File: config.mk
export PLATFORM = sky130hd
export DESIGN_NAME = mem_arbiter
export DESIGN_NICKNAME = d
export VERILOG_FILES = /design/src/rtl/mem_arbiter.sv
export SDC_FILE = /design/constraint.sdc
export NUM_CORES = 1
export LEC_CHECK = 0
export CAP_MARGIN = 5
export CORE_ASPECT_RATIO = 0.8
export CORE_UTILIZATION = 34
export CTS_BUF_LIST = sky130_fd_sc_hd__clkbuf_4
export CTS_CLUSTER_SIZE = 16
export DETAILED_ROUTE_END_ITERATION = 16
export DONT_BUFFER_PORTS = 1
export PLACE_DENSITY_LB_ADDON = 0.08
export SLEW_MARGIN = 20
export SYNTH_ARGS = -nofsm -noshare
export SYNTH_HDL_FRONTEND = slang
export SYNTH_SLANG_ARGS = --single-unit
export TNS_END_PERCENT = 20
File: constraint.sdc
create_clock -name clk -period 2.1 [get_ports clk]
set_input_delay 0.21 -clock clk [delete_from_list [all_inputs] [get_ports clk]]
set_output_delay 0.21 -clock clk [all_outputs]
set_load 0.01 [all_outputs]
File: src/rtl/mem_arbiter.sv
// mem_arbiter
// Round-robin arbiter sharing one synchronous single-port memory between an
// instruction-fetch port (read only) and a data port (read/write).
// Each transaction walks IDLE -> ISSUE -> RESP:
//   IDLE  : pick a winner, latch its address/we/wdata
//   ISSUE : m_en strobe for one cycle
//   RESP  : one-cycle ack to the owner; m_rdata is passed straight through
// Ports:
//   clk, reset (async, active-low)
//   i_req/i_addr -> i_rdata/i_ack          instruction-fetch requester
//   d_req/d_we/d_addr/d_wdata -> d_rdata/d_ack   data requester
//   m_en/m_we/m_addr/m_wdata, m_rdata      memory side (read data one cycle after m_en)
module mem_arbiter #(
  parameter int ADDR_WIDTH = 32,
  parameter int DATA_WIDTH = 32
) (
  input  logic                  clk,
  input  logic                  reset,
  input  logic                  i_req,
  input  logic [ADDR_WIDTH-1:0] i_addr,
  output logic [DATA_WIDTH-1:0] i_rdata,
  output logic                  i_ack,
  input  logic                  d_req,
  input  logic                  d_we,
  input  logic [ADDR_WIDTH-1:0] d_addr,
  input  logic [DATA_WIDTH-1:0] d_wdata,
  output logic [DATA_WIDTH-1:0] d_rdata,
  output logic                  d_ack,
  output logic                  m_en,
  output logic                  m_we,
  output logic [ADDR_WIDTH-1:0] m_addr,
  output logic [DATA_WIDTH-1:0] m_wdata,
  input  logic [DATA_WIDTH-1:0] m_rdata
);

  typedef enum logic [1:0] {
    IDLE  = 2'd0,
    ISSUE = 2'd1,
    RESP  = 2'd2
  } state_t;

  // Owner encoding: 0 = instruction port, 1 = data port.
  localparam logic OWN_I = 1'b0;
  localparam logic OWN_D = 1'b1;

  state_t                  state_q, state_d;
  logic                    owner_q, owner_d;
  logic                    last_owner_q, last_owner_d;
  logic                    m_we_q, m_we_d;
  logic [ADDR_WIDTH-1:0]   m_addr_q, m_addr_d;
  logic [DATA_WIDTH-1:0]   m_wdata_q, m_wdata_d;
  logic                    winner;

  always_ff @(posedge clk or negedge reset) begin
    if (!reset) begin
      state_q      <= IDLE;
      owner_q      <= OWN_I;
      // Data counts as last served so the first tie after reset goes to fetch.
      last_owner_q <= OWN_D;
      m_we_q       <= 1'b0;
      m_addr_q     <= '0;
      m_wdata_q    <= '0;
    end else begin
      state_q      <= state_d;
      owner_q      <= owner_d;
      last_owner_q <= last_owner_d;
      m_we_q       <= m_we_d;
      m_addr_q     <= m_addr_d;
      m_wdata_q    <= m_wdata_d;
    end
  end

  always_comb begin
    state_d      = state_q;
    owner_d      = owner_q;
    last_owner_d = last_owner_q;
    m_we_d       = m_we_q;
    m_addr_d     = m_addr_q;
    m_wdata_d    = m_wdata_q;

    // On a tie the port that was not served last wins.
    if (i_req && d_req) begin
      winner = ~last_owner_q;
    end else if (i_req) begin
      winner = OWN_I;
    end else begin
      winner = OWN_D;
    end

    case (state_q)
      IDLE: begin
        if (i_req || d_req) begin
          owner_d      = winner;
          last_owner_d = winner;
          state_d      = ISSUE;
          if (winner == OWN_I) begin
            m_we_d    = 1'b0;
            m_addr_d  = i_addr;
            m_wdata_d = '0;
          end else begin
            m_we_d    = d_we;
            m_addr_d  = d_addr;
            m_wdata_d = d_wdata;
          end
        end
      end
      ISSUE:   state_d = RESP;
      RESP:    state_d = IDLE;
      default: state_d = IDLE;
    endcase
  end

  // All strobes are decodes of registered state; no input feeds them.
  assign m_en    = (state_q == ISSUE);
  assign i_ack   = (state_q == RESP) && (owner_q == OWN_I);
  assign d_ack   = (state_q == RESP) && (owner_q == OWN_D);
  assign m_we    = m_we_q;
  assign m_addr  = m_addr_q;
  assign m_wdata = m_wdata_q;
  assign i_rdata = m_rdata;
  assign d_rdata = m_rdata;

endmodule

==> results summary, run 1 <==
In this run the critical register-to-register path is captured at m_addr[25]$_DFFE_PN0P_. Of the total power, the share spent switching nets is 0.3967. In this run the cell area of the synthesized design comes to approximately 3500 µm².

The post-synthesis xor/xnor area fraction came out at 0. Of the total synthesized cell area, the portion taken by full adders, half adders and majority gates is 0. The synthesized instance count is 340. The internal power component is ~0.0036 W.

On the final layout, the worst clock skew is about 0.018 ns. The first detailed-routing pass ran for 4 iterations. The floorplan die height came out at approximately 90 µm.

The floorplan has 32 rows. The DRC violation count after routing is 0. The number of max-slew violations in the final report is 0. Of the total power, registers draw 0.471. The initial antenna violation count is 0.

The kind of launch point of the worst setup path is a flop. The filler-free cell count of the finished design came out at between 500 and 600. The final RePlAce weighted congestion is around 0.68. The number of sinks driven by the clock tree is about 70. The worst supply voltage drop on vdd came out at slightly above 0.5 mV.

The post-CTS clock slew at the launch and capture registers of the worst setup and hold paths is 0.12 ns. Dividing the final minimum period by the clock period gives 0.9264. The share of total power dissipated in combinational logic is 0.390. The setup path with the least slack is of type flop to flop. The flow ran to the end, and the final reports show no timing, DRC or antenna violations. STA classifies the critical path endpoint as a flop.

By area, the combinational part of the netlist is dominated by compound AO/OA/AOI/OAI gates. The worst min-delay path startpoint is i_req. The post-synthesis mux area share is 0.

The leakage power came out at 1.709 nW. The post-detailed-route via-to-cell ratio came out at 5.331. After global routing the overflow that remains totals 0. The clock insertion delay at the later pin of the skew report came out at 0.42 ns. The clock passes through at most 2 buffers. The area fraction in and, or, nand and nor cells after synthesis is 0.06503. The overall routing resource usage came out at 0.2002.

The aggregate routed wire length is 10280 µm. The portion of the post-synthesis area used by sequential elements is 0.4989. The CTS root buffer is sky130_fd_sc_hd__clkbuf_4. The post-synthesis compound-gate area fraction came out at 0.2431. The worst-path maximum fanout came out at 34. Of the cells placed in the final design, the portion with a size suffix greater than 1 is 0.08401. The number of buffers created by CTS is 9. The class of the worst hold path is input port to flop. The first-pass GRT wire length came out at approximately 16000 µm. The floorplan die width is 114.8 µm. The largest net degree at the start of global routing came out at 70.

The part of the total power dissipated in the clock network came out at 0.139. In this run the power density over the cells is about 1400 nW/µm². The post-route antenna net violation count is 0. The count of cells along the worst register-to-register path came out at 5. Setup repair after global routing left no endpoint under its margin. TritonCTS built the clock tree. The clock period minus final worst setup slack is 1.946 ns. The data required time of the critical path is between 2 and 2.5 ns. For hold timing, the worst endpoint is last_owner_q$_DFFE_PN1P_. The die footprint came out at 10600 µm². The I/O pin count is between 200 and 300.

The register-to-register setup slack came out at about 0.15 ns. The power spent charging and discharging nets came out at approximately 0.0024 W. The worst register-to-register path begins at state_q[1]$_DFFE_PN0P_. The transition at the pin with the smallest max-transition slack came out at 0.7644 ns. The final setup violation count is 0. The normalized max-slew margin came out at 0.4904.

The post-DP HPWL came out at roughly 6600 µm. The first-iteration detailed-routing DRC count came out at roughly 110. The count of final hold-check violations is 0. The worst hold path passes through 2 cells. The distinct cell type count of the synthesized netlist is 21. Dividing the detail-routed wire length by the instance count gives approximately 20 µm. The initial utilization of the core area, before any placement, comes to 0.3545. The mean instance size in the synthesized netlist is 10.19 µm².

The relative area change from synthesis to final layout came out at 21.53%. The net count after synthesis came out at ~470. The critical path data arrival time is 2.29 ns. The total negative slack for setup checks came out at 0 ns. The total vias in the final route came out at between 2000 and 3000.

The depth of the CTS H-tree is 3. The total of flip-flops plus latches after synthesis is 69. The max capacitance violation total came out at 0. The cell count after placement came out at 390.

The antenna diode count came out at 0. The count of input and output buffers is 0. The number of nets in the finished design came out at between 400 and 500. The yosys synthesis warning count is 0. The standard cell core area is slightly below 10000 µm². The via count of the first global-routing pass is ~2800. The highest clock rate came out at 0.5140 GHz.
per-stage QoR:
stage | hold WS (ns) | instance area, µm² | total power, W | setup WS, ns | util
2_1_floorplan | -0.08559 | 3463 | 0.004121 | 0.7505 | -
3_3_place_gp | -0.08417 | 3053 | 0.004443 | 0.5524 | 0.3125
3_5_place_dp | -0.08312 | 3053 | 0.004468 | 0.5257 | 0.3125
4_1_cts | 0.02267 | 4209 | 0.006052 | 0.1898 | 0.4308
5_1_grt | 0.04868 | 4209 | 0.006449 | 0.05126 | 0.4308
6_report | 0.08099 | 4209 | 0.006016 | 0.1545 | 0.4308
cells by family after synthesis:
kind of cell | after synthesis
buf+inv | 96
flops | 69
compound gates | 134
simple gates | 41
area by class of cell:
class / instances / area, µm²
clock inverter: 5 / 52.55
inverter: 2 / 7.507
sequential: 69 / 1728
tap: 136 / 170.2
multi-input combinational: 175 / 1075
timing repair buffer: 108 / 1101
clock buffer: 10 / 75.07
fill: 991 / 5560
flip-flops by register name, indices dropped and copies added (netlist names):
register	flops
m_we	1
state_q	2
m_addr	32
last_owner_q	1
owner_q	1
m_wdata	32
power by group through the flow:
stage | Clock (W) | Combinational (W) | Sequential [W]
floorplan | 0 | 0.00147 | 0.00265
global placement | 0 | 0.00157 | 0.00288
detailed placement | 0 | 0.00160 | 0.00287
global route | 0.000931 | 0.00261 | 0.00291
finish | 0.000836 | 0.00235 | 0.00283
CTS | 0.000880 | 0.00233 | 0.00284
synthesized netlist by cell type:
master / n / area share
sky130_fd_sc_hd__dfrtp_1: 68 / 0.49
sky130_fd_sc_hd__buf_4: 64 / 0.14
sky130_fd_sc_hd__a21oi_1: 34 / 0.049
sky130_fd_sc_hd__a31oi_1: 34 / 0.061
sky130_fd_sc_hd__a22o_1: 33 / 0.083
sky130_fd_sc_hd__nand3_1: 32 / 0.046
sky130_fd_sc_hd__o21ai_0: 32 / 0.046
sky130_fd_sc_hd__clkbuf_1: 16 / 0.017
sky130_fd_sc_hd__buf_6: 8 / 0.026
sky130_fd_sc_hd__buf_2: 6 / 0.0087
sky130_fd_sc_hd__nor2b_1: 3 / 0.0054
sky130_fd_sc_hd__and3b_1: 1 / 0.0025
sky130_fd_sc_hd__dfstp_2: 1 / 0.0076
sky130_fd_sc_hd__inv_1: 1 / 0.0011
sky130_fd_sc_hd__inv_2: 1 / 0.0011
sky130_fd_sc_hd__nand2_4: 1 / 0.0033
sky130_fd_sc_hd__nand2b_1: 1 / 0.0018
sky130_fd_sc_hd__nor2_2: 1 / 0.0018
sky130_fd_sc_hd__nor3b_1: 1 / 0.0022
sky130_fd_sc_hd__o211a_2: 1 / 0.0029
sky130_fd_sc_hd__or2_1: 1 / 0.0018
what timing repair did:
item | CTS | global route
hold endpoints to repair | 136 | 0
hold buffers | 100 | 0
gates resized for setup | 0 | 0
setup buffers | 0 | 0
setup endpoints to repair | 0 | 0
worst max path at each step:
stage	startpoint	end	cells after the start
5_1_grt	state_q[0]$_DFFE_PN0P_	m_addr[25]$_DFFE_PN0P_	5
6_report	state_q[1]$_DFFE_PN0P_	m_addr[25]$_DFFE_PN0P_	5
4_1_cts	state_q[0]$_DFFE_PN0P_	m_addr[3]$_DFFE_PN0P_	5
3_3_place_gp	state_q[0]$_DFFE_PN0P_	m_wdata[26]$_DFFE_PN0P_	3
2_1_floorplan	last_owner_q$_DFFE_PN1P_	m_addr[10]$_DFFE_PN0P_	5
3_5_place_dp	state_q[0]$_DFFE_PN0P_	m_wdata[31]$_DFFE_PN0P_	3
routing by layer:
layer | GRT usage | up-vias | part of all wire
met5 | 0 | - | 0
li1 | - | 1225 | -
met2 | 0.3389 | 142 | 0.52
met4 | 0.06494 | 0 | 0.015
met3 | 0.06675 | 14 | 0.079
met1 | 0.2379 | 1311 | 0.39
cells in the final DEF (no fill, tap or decap), types with 2 or more instances in the layout:
master | synthesis | final
sky130_fd_sc_hd__dlygate4sd3_1 | 0 | 98
sky130_fd_sc_hd__dfrtp_1 | 68 | 68
sky130_fd_sc_hd__a21oi_1 | 34 | 34
sky130_fd_sc_hd__a31oi_1 | 34 | 34
sky130_fd_sc_hd__a22o_1 | 33 | 33
sky130_fd_sc_hd__o21ai_0 | 32 | 32
sky130_fd_sc_hd__nand3_1 | 32 | 32
sky130_fd_sc_hd__clkbuf_4 | 0 | 10
sky130_fd_sc_hd__buf_4 | 64 | 7
sky130_fd_sc_hd__clkinv_2 | 0 | 3
sky130_fd_sc_hd__nor2b_1 | 3 | 2
sky130_fd_sc_hd__buf_12 | 0 | 2
worst max-delay path, cell delays in order, from the launching register on:
cell	delay [ns]
sky130_fd_sc_hd__dfrtp_1	0.46
sky130_fd_sc_hd__nor2_4	0.15
sky130_fd_sc_hd__buf_4	0.39
sky130_fd_sc_hd__a21oi_1	0.13
sky130_fd_sc_hd__a31oi_1	0.17
sky130_fd_sc_hd__dlygate4sd3_1	0.57
No activity file was read; power rests on OpenSTA's default activity.
==> inputs of run 2 (changes only) <==
- PLACE_DENSITY_LB_ADDON: 0.08 -> 0.25
==> results summary, run 2 <==
The post-synthesis instance area came out at roughly 3500 µm². In this run the clock root is driven by a sky130_fd_sc_hd__clkbuf_4. The cell with the most instances after synthesis is sky130_fd_sc_hd__dfrtp_1.

The die is ~110 µm wide. The synthesized instance count is 340. The flow did not finish.

The I/O pin count is 265. The fraction of post-synthesis cell area in the top cell type by area is 0.4913. The number of sinks driven by the clock tree is roughly 70.

The initial core utilization came out at 0.3545. Among all flip-flop cells after synthesis, the most frequent one is sky130_fd_sc_hd__dfrtp_1. The final RePlAce weighted congestion is 0.7081. During placement, the flow inserted port buffers numbering 0. Of the total synthesized cell area, the portion taken by AND, OR, NAND and NOR gates is 0.06503. The post-DP HPWL is roughly 6400 µm.

The number of buffers on the longest clock path is 2. By area, the combinational part of the netlist is dominated by compound AO/OA/AOI/OAI gates. TritonCTS created 9 clock buffers. The net count after synthesis came out at 473.

The stage at which the run stopped is 4_1_cts. The post-synthesis xor/xnor area fraction is 0. Yosys attributes the largest share of cell area to sky130_fd_sc_hd__dfrtp_1, sky130_fd_sc_hd__buf_4, sky130_fd_sc_hd__a22o_1. The floorplan has 32 rows. During synthesis, Yosys emitted a total of 0 warnings. The floorplan die height came out at slightly above 90 µm. Once the clock tree was built, the setup fixing pass inserted 0 buffers. The number of gates resized after CTS came out at 0.

The post-synthesis compound-gate area fraction came out at 0.2431. The tool reported: "[ERROR RSZ-0060] Max buffer count reached". The depth of the CTS H-tree came out at 3. The number of hold buffers added after CTS was just over 100.

Measured against the total synthesized area, the mux share comes to 0. The mean instance size in the synthesized netlist is between 10 and 15 µm². The number of enable-type register cells in the synthesized netlist is 0.

The portion of the post-synthesis area used by sequential elements is 0.4989. The area after detailed placement came out at between 3000 and 4000 µm². After synthesis, the share of flip-flops with an asynchronous set or reset is 1.000.

The commonest cells after synthesis are sky130_fd_sc_hd__dfrtp_1, sky130_fd_sc_hd__buf_4, sky130_fd_sc_hd__a21oi_1, sky130_fd_sc_hd__a31oi_1, sky130_fd_sc_hd__a22o_1. The cell type contributing the most total cell area after synthesis is sky130_fd_sc_hd__dfrtp_1. The fraction of the mapped netlist area in adder cells came out at 0. The distinct cell type count of the synthesized netlist is 21. The total of flip-flops plus latches after synthesis is a little under 70.
run 2: logic make-up after synthesis:
group / Yosys count
AO/OA/AOI/OAI: 134
buffers and inverters: 96
flip-flops: 69
AND/OR/NAND/NOR: 41
run 2: per-stage QoR:
stage,instances,setup slack (ns)
3_5_place_dp,390,0.5057
3_3_place_gp,390,0.5703
2_1_floorplan,340,0.7505
==> inputs of run 3 (changes only) <==
- CORE_ASPECT_RATIO: 0.8 -> default
- CORE_UTILIZATION: 34 -> 20
- CTS_BUF_LIST: sky130_fd_sc_hd__clkbuf_4 -> default
- CTS_CLUSTER_SIZE: 16 -> default
- PLACE_DENSITY_LB_ADDON: 0.25 -> 0.15
==> results summary, run 3 (same netlist as run 1, synthesis figures left out) <==
The depth of the CTS H-tree came out at 3. The wire length per cell is approximately 21 µm. The floorplan die height came out at approximately 130 µm. The count of final hold-check violations is 0.

The final setup violation count came out at 0. The residual overflow from global routing came out at 0. The longest clock path from root to sink contains 2 buffers. After detailed routing, the number of remaining DRC violations is 0.

The library cells used most frequently in the layout, excluding fill and tap cells, are sky130_fd_sc_hd__dfrtp_1, sky130_fd_sc_hd__a21oi_1, sky130_fd_sc_hd__a31oi_1, sky130_fd_sc_hd__a22o_1. After detailed routing, the total wire length is around 11000 µm. Static timing analysis puts the maximum clock frequency at just over 0.6 GHz. TritonCTS built the clock tree. The power density over the cells came out at between 1500 and 2000 nW/µm². The region available for standard cell placement spans around 17000 µm².

The overall routing resource usage came out at 0.1240. The max capacitance violation total came out at 0. The final worst clock skew came out at 0.007737 ns. The number of nets in the finished design came out at between 400 and 500. The worst setup path is captured at a flop. Of the cells placed in the final design, the portion with a size suffix greater than 1 is 0.1060. The initial antenna violation count is 0.

Across all hold checks on the routed design, the worst slack comes to roughly 0.021 ns. The area after detailed placement is about 3200 µm². The period utilization is 0.7729. The first-pass GRT wire length is ~16000 µm. For the worst-skew pair, the clock arrives at the later sink with an insertion delay of 0.34 ns. Tracing the worst setup path back leads to its startpoint at state_q[0]$_DFFE_PN0P_.

The relative area change from synthesis to final layout came out at 9.754%. The final route contains ~2500 vias. The startpoint identified for the worst hold timing path is d_wdata[24]. The number of buffers inserted to repair setup after CTS came out at 0. By startpoint and endpoint, the worst setup path is classified as flop to flop.

The count of input and output buffers is 0. In this run the horizontal extent of the chip is 133.6 µm. The post-detailed-route via-to-cell ratio is roughly 4.7.

The via count of the first global-routing pass came out at 2565. The final design area excluding fillers is 3801 µm². The class of the worst hold path is input port to flop.

The I/O pin count came out at ~270. The transition at the pin with the smallest max-transition slack is around 0.76 ns. The worst supply voltage drop on vdd is 0.4304 mV.

The final RePlAce weighted congestion is roughly 0.7. The tree is rooted in a sky130_fd_sc_hd__clkbuf_16. The clock period minus final worst setup slack came out at between 1.5 and 2 ns. The worst setup path is launched from a flop. The initial core utilization is 0.2066. Entering global routing, the biggest net connects 70 pins. The clock net in this run drives a total of 69 sinks.

The total negative slack for setup checks is 0 ns. The flow ran to the end, and the final reports show no timing, DRC or antenna violations. The number of max-slew violations in the final report is 0. The first detailed-routing pass ran for 6 iterations. The library cell used most frequently in the layout, excluding fill and tap cells, is sky130_fd_sc_hd__dfrtp_1. The worst register-to-register path begins at state_q[0]$_DFFE_PN0P_.

The antenna diode count is 0. The post-DP HPWL is 7160 µm. In this run the remaining antenna-violating nets after routing total 0. The data required time of the critical path came out at roughly 2.4 ns. Setup repair after global routing left no endpoint under its margin. The leakage power is roughly 1.5 nW.

The post-CTS clock slew at the launch and capture registers of the worst setup and hold paths came out at 0.06 ns. The number of buffers created by CTS came out at 9. The critical path data arrival time came out at about 1.9 ns.

The site row count is 47. The first-iteration detailed-routing DRC count is 95. The die footprint came out at around 18000 µm². In this run the worst path has a maximum fanout of 33. Headroom to the max-slew limit came out at 0.4936.
run 3: power breakdown:
part           switching [W]  internal [W]
clock               0.000622      0.000960
sequential          0.000805       0.00200
combinational       0.000989      0.000730
total                0.00242       0.00369
run 3: critical path, cell delays in order (launching register included):
cell,delay (ns)
sky130_fd_sc_hd__dfrtp_1,0.43
sky130_fd_sc_hd__nor2_4,0.18
sky130_fd_sc_hd__o211a_2,0.69
sky130_fd_sc_hd__a22o_1,0.24
run 3: metrics by stage:
| stage | setup WS [ns] | cells | util | total power (W) |
|---|---|---|---|---|
| 2_1_floorplan | 0.7505 | 340 | - | 0.004121 |
| 3_3_place_gp | 0.5342 | 475 | 0.1889 | 0.004472 |
| 3_5_place_dp | 0.4853 | 475 | 0.1889 | 0.004503 |
| 4_1_cts | 0.4611 | 522 | 0.2268 | 0.006225 |
| 5_1_grt | 0.3681 | 522 | 0.2268 | 0.006536 |
| 6_report | 0.4769 | 522 | 0.2268 | 0.006107 |
run 3: cell type report:
class | count | area [µm²]
Clock buffer | 10 | 239.0
Clock inverter | 6 | 68.82
Tap cell | 220 | 275.3
Sequential cell | 69 | 1728
Inverter | 2 | 7.507
Fill cell | 1838 | 12960
Timing Repair Buffer | 40 | 407.9
Multi-Input combinational cell | 175 | 1075
run 3: path summary, 6_finish.rpt:
check	cells past startpoint	slack, ns	endpoint
worst max-delay path	3	0.48	m_wdata[22]$_DFFE_PN0P_
worst min-delay path	1	0.02	m_wdata[24]$_DFFE_PN0P_
worst max register to register	3	0.48	m_wdata[22]$_DFFE_PN0P_
worst min register to register	2	0.53	last_owner_q$_DFFE_PN1P_
max in group asynchronous	2	1.33	last_owner_q$_DFFE_PN1P_
min in group asynchronous	2	0.44	m_wdata[31]$_DFFE_PN0P_
run 3: what timing repair did:
item                      4_1_cts  5_1_grt
hold buffers                   31        0
gates resized for setup         0        0
hold endpoints to repair       99        0
run 3: per-layer routing:
layer,GRT usage,up-vias,routed length [µm]
met5,0,-,0
met4,0.07071,0,309
met3,0.03995,27,996
met2,0.2020,161,5339
met1,0.1430,1180,4415
li1,-,1088,-
==> inputs of run 4 (changes only) <==
- clock period: 2.1 -> 1.5 ns (I/O delays scaled with it)
==> results summary, run 4 (same netlist as run 1, synthesis figures left out) <==
For the worst setup path, the data arrival time is around 1.3 ns. The final RePlAce weighted congestion is between 0.7 and 0.8. Dividing the detail-routed via count by the number of cells gives 4.600. In the finished design, the share of the clock period the worst path needs comes to 0.9405. The fill cell instance count of the final layout came out at ~1800. The wire length per cell is 18.99 µm. The transition at the pin with the smallest max-transition slack came out at 0.4108 ns. The worst hold slack after final layout came out at -0.4935 ns. The path class of the tightest hold or removal check is input port to asynchronous set/reset pin. The final setup violation count is 0.

Between clock sinks in the finished design, the worst skew comes to between 0.005 and 0.006 ns. The highest clock rate came out at around 0.71 GHz. The most common library cell in the layout ignoring fill and taps is sky130_fd_sc_hd__dlygate4sd3_1. Walking the worst path, the cells encountered are buf_4 > nor3b_1. The first-iteration detailed-routing DRC count came out at a little over 80.

Setup total negative slack on the finished layout was measured at 0 ns. After detailed routing, no signal wire sits above met4. The final design area excluding fillers is between 4000 and 5000 µm². The flow ran to the end, but the final reports show violations.

The area after detailed placement came out at 3201 µm². The overall routing resource usage is 0.1294. Setup repair after global routing left no endpoint under its margin. The floorplan die height came out at ~130 µm. Of the total power, combinational logic draws 0.299. The via count of the first global-routing pass came to between 2000 and 3000.

The final worst slack came out at between 0.08 and 0.09 ns. Across the run, the number of max-cap violations was 0. The area of the multi-input gates came out at 1082 µm². The number of buffers on the longest clock path is 2. Relative to the synthesized area, the layout overhead comes to 29.55%. The worst setup path is captured at an output pin.

The post-cts hold buffer count came out at 96. Clock latency on the worst-skew pair, taken at its later pin, is around 0.34 ns. STA classifies the critical path startpoint as a flop. The root buffer cell chosen for the clock tree is sky130_fd_sc_hd__clkbuf_16. The capture instance of the worst register-to-register path is m_addr[25]$_DFFE_PN0P_. The initial antenna violation count is 0. On the critical path, the stage with the largest delay is an instance of sky130_fd_sc_hd__dfrtp_1. The post-route antenna net violation count is 0. In this run the register-to-register setup slack is approximately 0.15 ns. The initial utilization of the core area, before any placement, comes to 0.2066. Counting both buffers and inverters, the worst setup path holds a total of 1.

In the layout the commonest cells are sky130_fd_sc_hd__dlygate4sd3_1, sky130_fd_sc_hd__dfrtp_1, sky130_fd_sc_hd__a21oi_1, sky130_fd_sc_hd__a31oi_1, sky130_fd_sc_hd__a22o_1. The startpoint-to-endpoint class of the critical path is flop to output pin. Tracing the worst setup path back leads to its startpoint at state_q[0]$_DFFE_PN0P_.

The sum of met2 wire segment lengths after detailed routing is approximately 5600 µm. The count of final hold-check violations is 69. The number of buffers inserted to repair setup after CTS is 0.

The worst supply voltage drop on vdd came out at roughly 0.67 mV. TritonCTS built the clock tree. The cell count after placement came out at roughly 480. The number of max-slew violations in the final report was 0. The largest net degree at the start of global routing came out at 70. Before CTS, the worst setup slack after placement is 0.01994 ns. The number of detailed-routing iterations run before antenna repair is 4. Measured along the x axis, the die boundary spans roughly 130 µm. The die covers around 18000 µm². The clock period minus final worst setup slack is about 1.4 ns.

The number of buffers created by CTS came out at 9. The power density over the cells is 1952 nW/µm². The worst-path maximum fanout is 4.

Summed over all nets, the switching power comes to 0.003414 W. The residual overflow from global routing came out at 0. The total vias in the final route is around 2700. The switching power as a share of total power is 0.3898.

The HPWL after detailed placement is between 7000 and 8000 µm. The critical path depth in cells came out at 2. In this run the critical register-to-register path is launched from state_q[0]$_DFFE_PN0P_. For the worst flop-to-flop path, the logic depth is 6. In the final layout, the share of cells above drive strength 1 is 0.09459.

The antenna diode count is 0. After detailed routing, the wire length on met1 is ~4300 µm. The post-CTS clock slew at the launch and capture registers of the worst setup and hold paths is around 0.07 ns. The net count of the finished layout is ~500.

The final reports fail on negative hold slack. The total length of routed met3 wires is about 1100 µm. The leakage power came out at 1.800 nW. Of the total power, the clock network draws 0.253. The standard cell core area is about 17000 µm².

The sequential share of power is 0.448. The maximum cell stage delay along the critical path came out at ~0.40 ns. After floorplanning, the core was divided into 47 placement rows. The depth of the CTS H-tree came out at 3. In this run the tightest slew margin relative to its limit is 0.7261. The area used by sequential logic in the layout came out at around 1700 µm². The aggregate routed wire length came out at roughly 11000 µm. In the routed design, unresolved DRC markers number 0. After the flow finishes, the layout carries non-filler instances totaling 590.

The count of input and output buffers is 0. The first global-routing pass estimated ~17000 µm of wire. For the worst setup path, the data required time is roughly 1.4 ns. The number of sinks driven by the clock tree came out at between 60 and 70. The kind of cell with the highest combined delay along the critical path is flip-flops. Cell internal power was estimated by the tool at 0.005345 W.

Pin placement for this block handled between 200 and 300 I/O pins.
## run 4: changes by cell type in the layout (fill, tap and decap cells not counted), sizes merged
cell and change:
dlygate4sd3 +65, buf +3, clkbuf -1, clkinv -1
clkinvlp +1, inv +1
## run 4: power groups by stage
stage	registers (W)	clock network, W	logic, W
4_1_cts	0.00395	0.00230	0.00265
3_3_place_gp	0.00399	0	0.00237
6_report	0.00393	0.00222	0.00262
5_1_grt	0.00406	0.00239	0.00292
2_1_floorplan	0.00371	0	0.00206
3_5_place_dp	0.00397	0	0.00242
## run 4: cell type report
type                       instances  share of cell area
clock inverter                     7             0.01840
tap                              220             0.06135
sequential                        69              0.3851
clock buffer                       9             0.05020
inverter                           2            0.001673
timing repair buffer             108              0.2421
multi-input combinational        175              0.2412
## run 4: timing repair
| item | CTS | global route |
|---|---|---|
| setup endpoints to repair | 1 | 0 |
| gates resized for setup | 1 | 0 |
| endpoints found under the hold margin | 136 | 69 |
## run 4: how the worst max path moves through the flow
stage and to:
6_report i_ack, 5_1_grt i_ack, 4_1_cts i_ack, 3_5_place_dp m_wdata[11]$_DFFE_PN0P_, 3_3_place_gp m_wdata[23]$_DFFE_PN0P_, 2_1_floorplan m_addr[10]$_DFFE_PN0P_
## run 4: metal layers
| metal | vias up | track usage |
|---|---|---|
| met1 | 1299 | 0.1433 |
| met4 | 0 | 0.05745 |
| met2 | 168 | 0.2231 |
| met5 | - | 0 |
| li1 | 1225 | - |
| met3 | 22 | 0.04490 |
## run 4: through the flow
stage	util	total power (W)
floorplan	-	0.005769
global placement	0.1910	0.006365
detailed placement	0.1910	0.006390
CTS	0.2677	0.008900
global route	0.2677	0.009367
finish	0.2677	0.008759
## run 4: worst reg2reg max path: stages, from the launching register on
cell and delay (ns):
sky130_fd_sc_hd__dfrtp_1 0.40, sky130_fd_sc_hd__nor2_4 0.16, sky130_fd_sc_hd__buf_4 0.14, sky130_fd_sc_hd__nand2_4 0.10
sky130_fd_sc_hd__inv_2 0.09, sky130_fd_sc_hd__buf_12 0.20, sky130_fd_sc_hd__a31oi_1 0.13
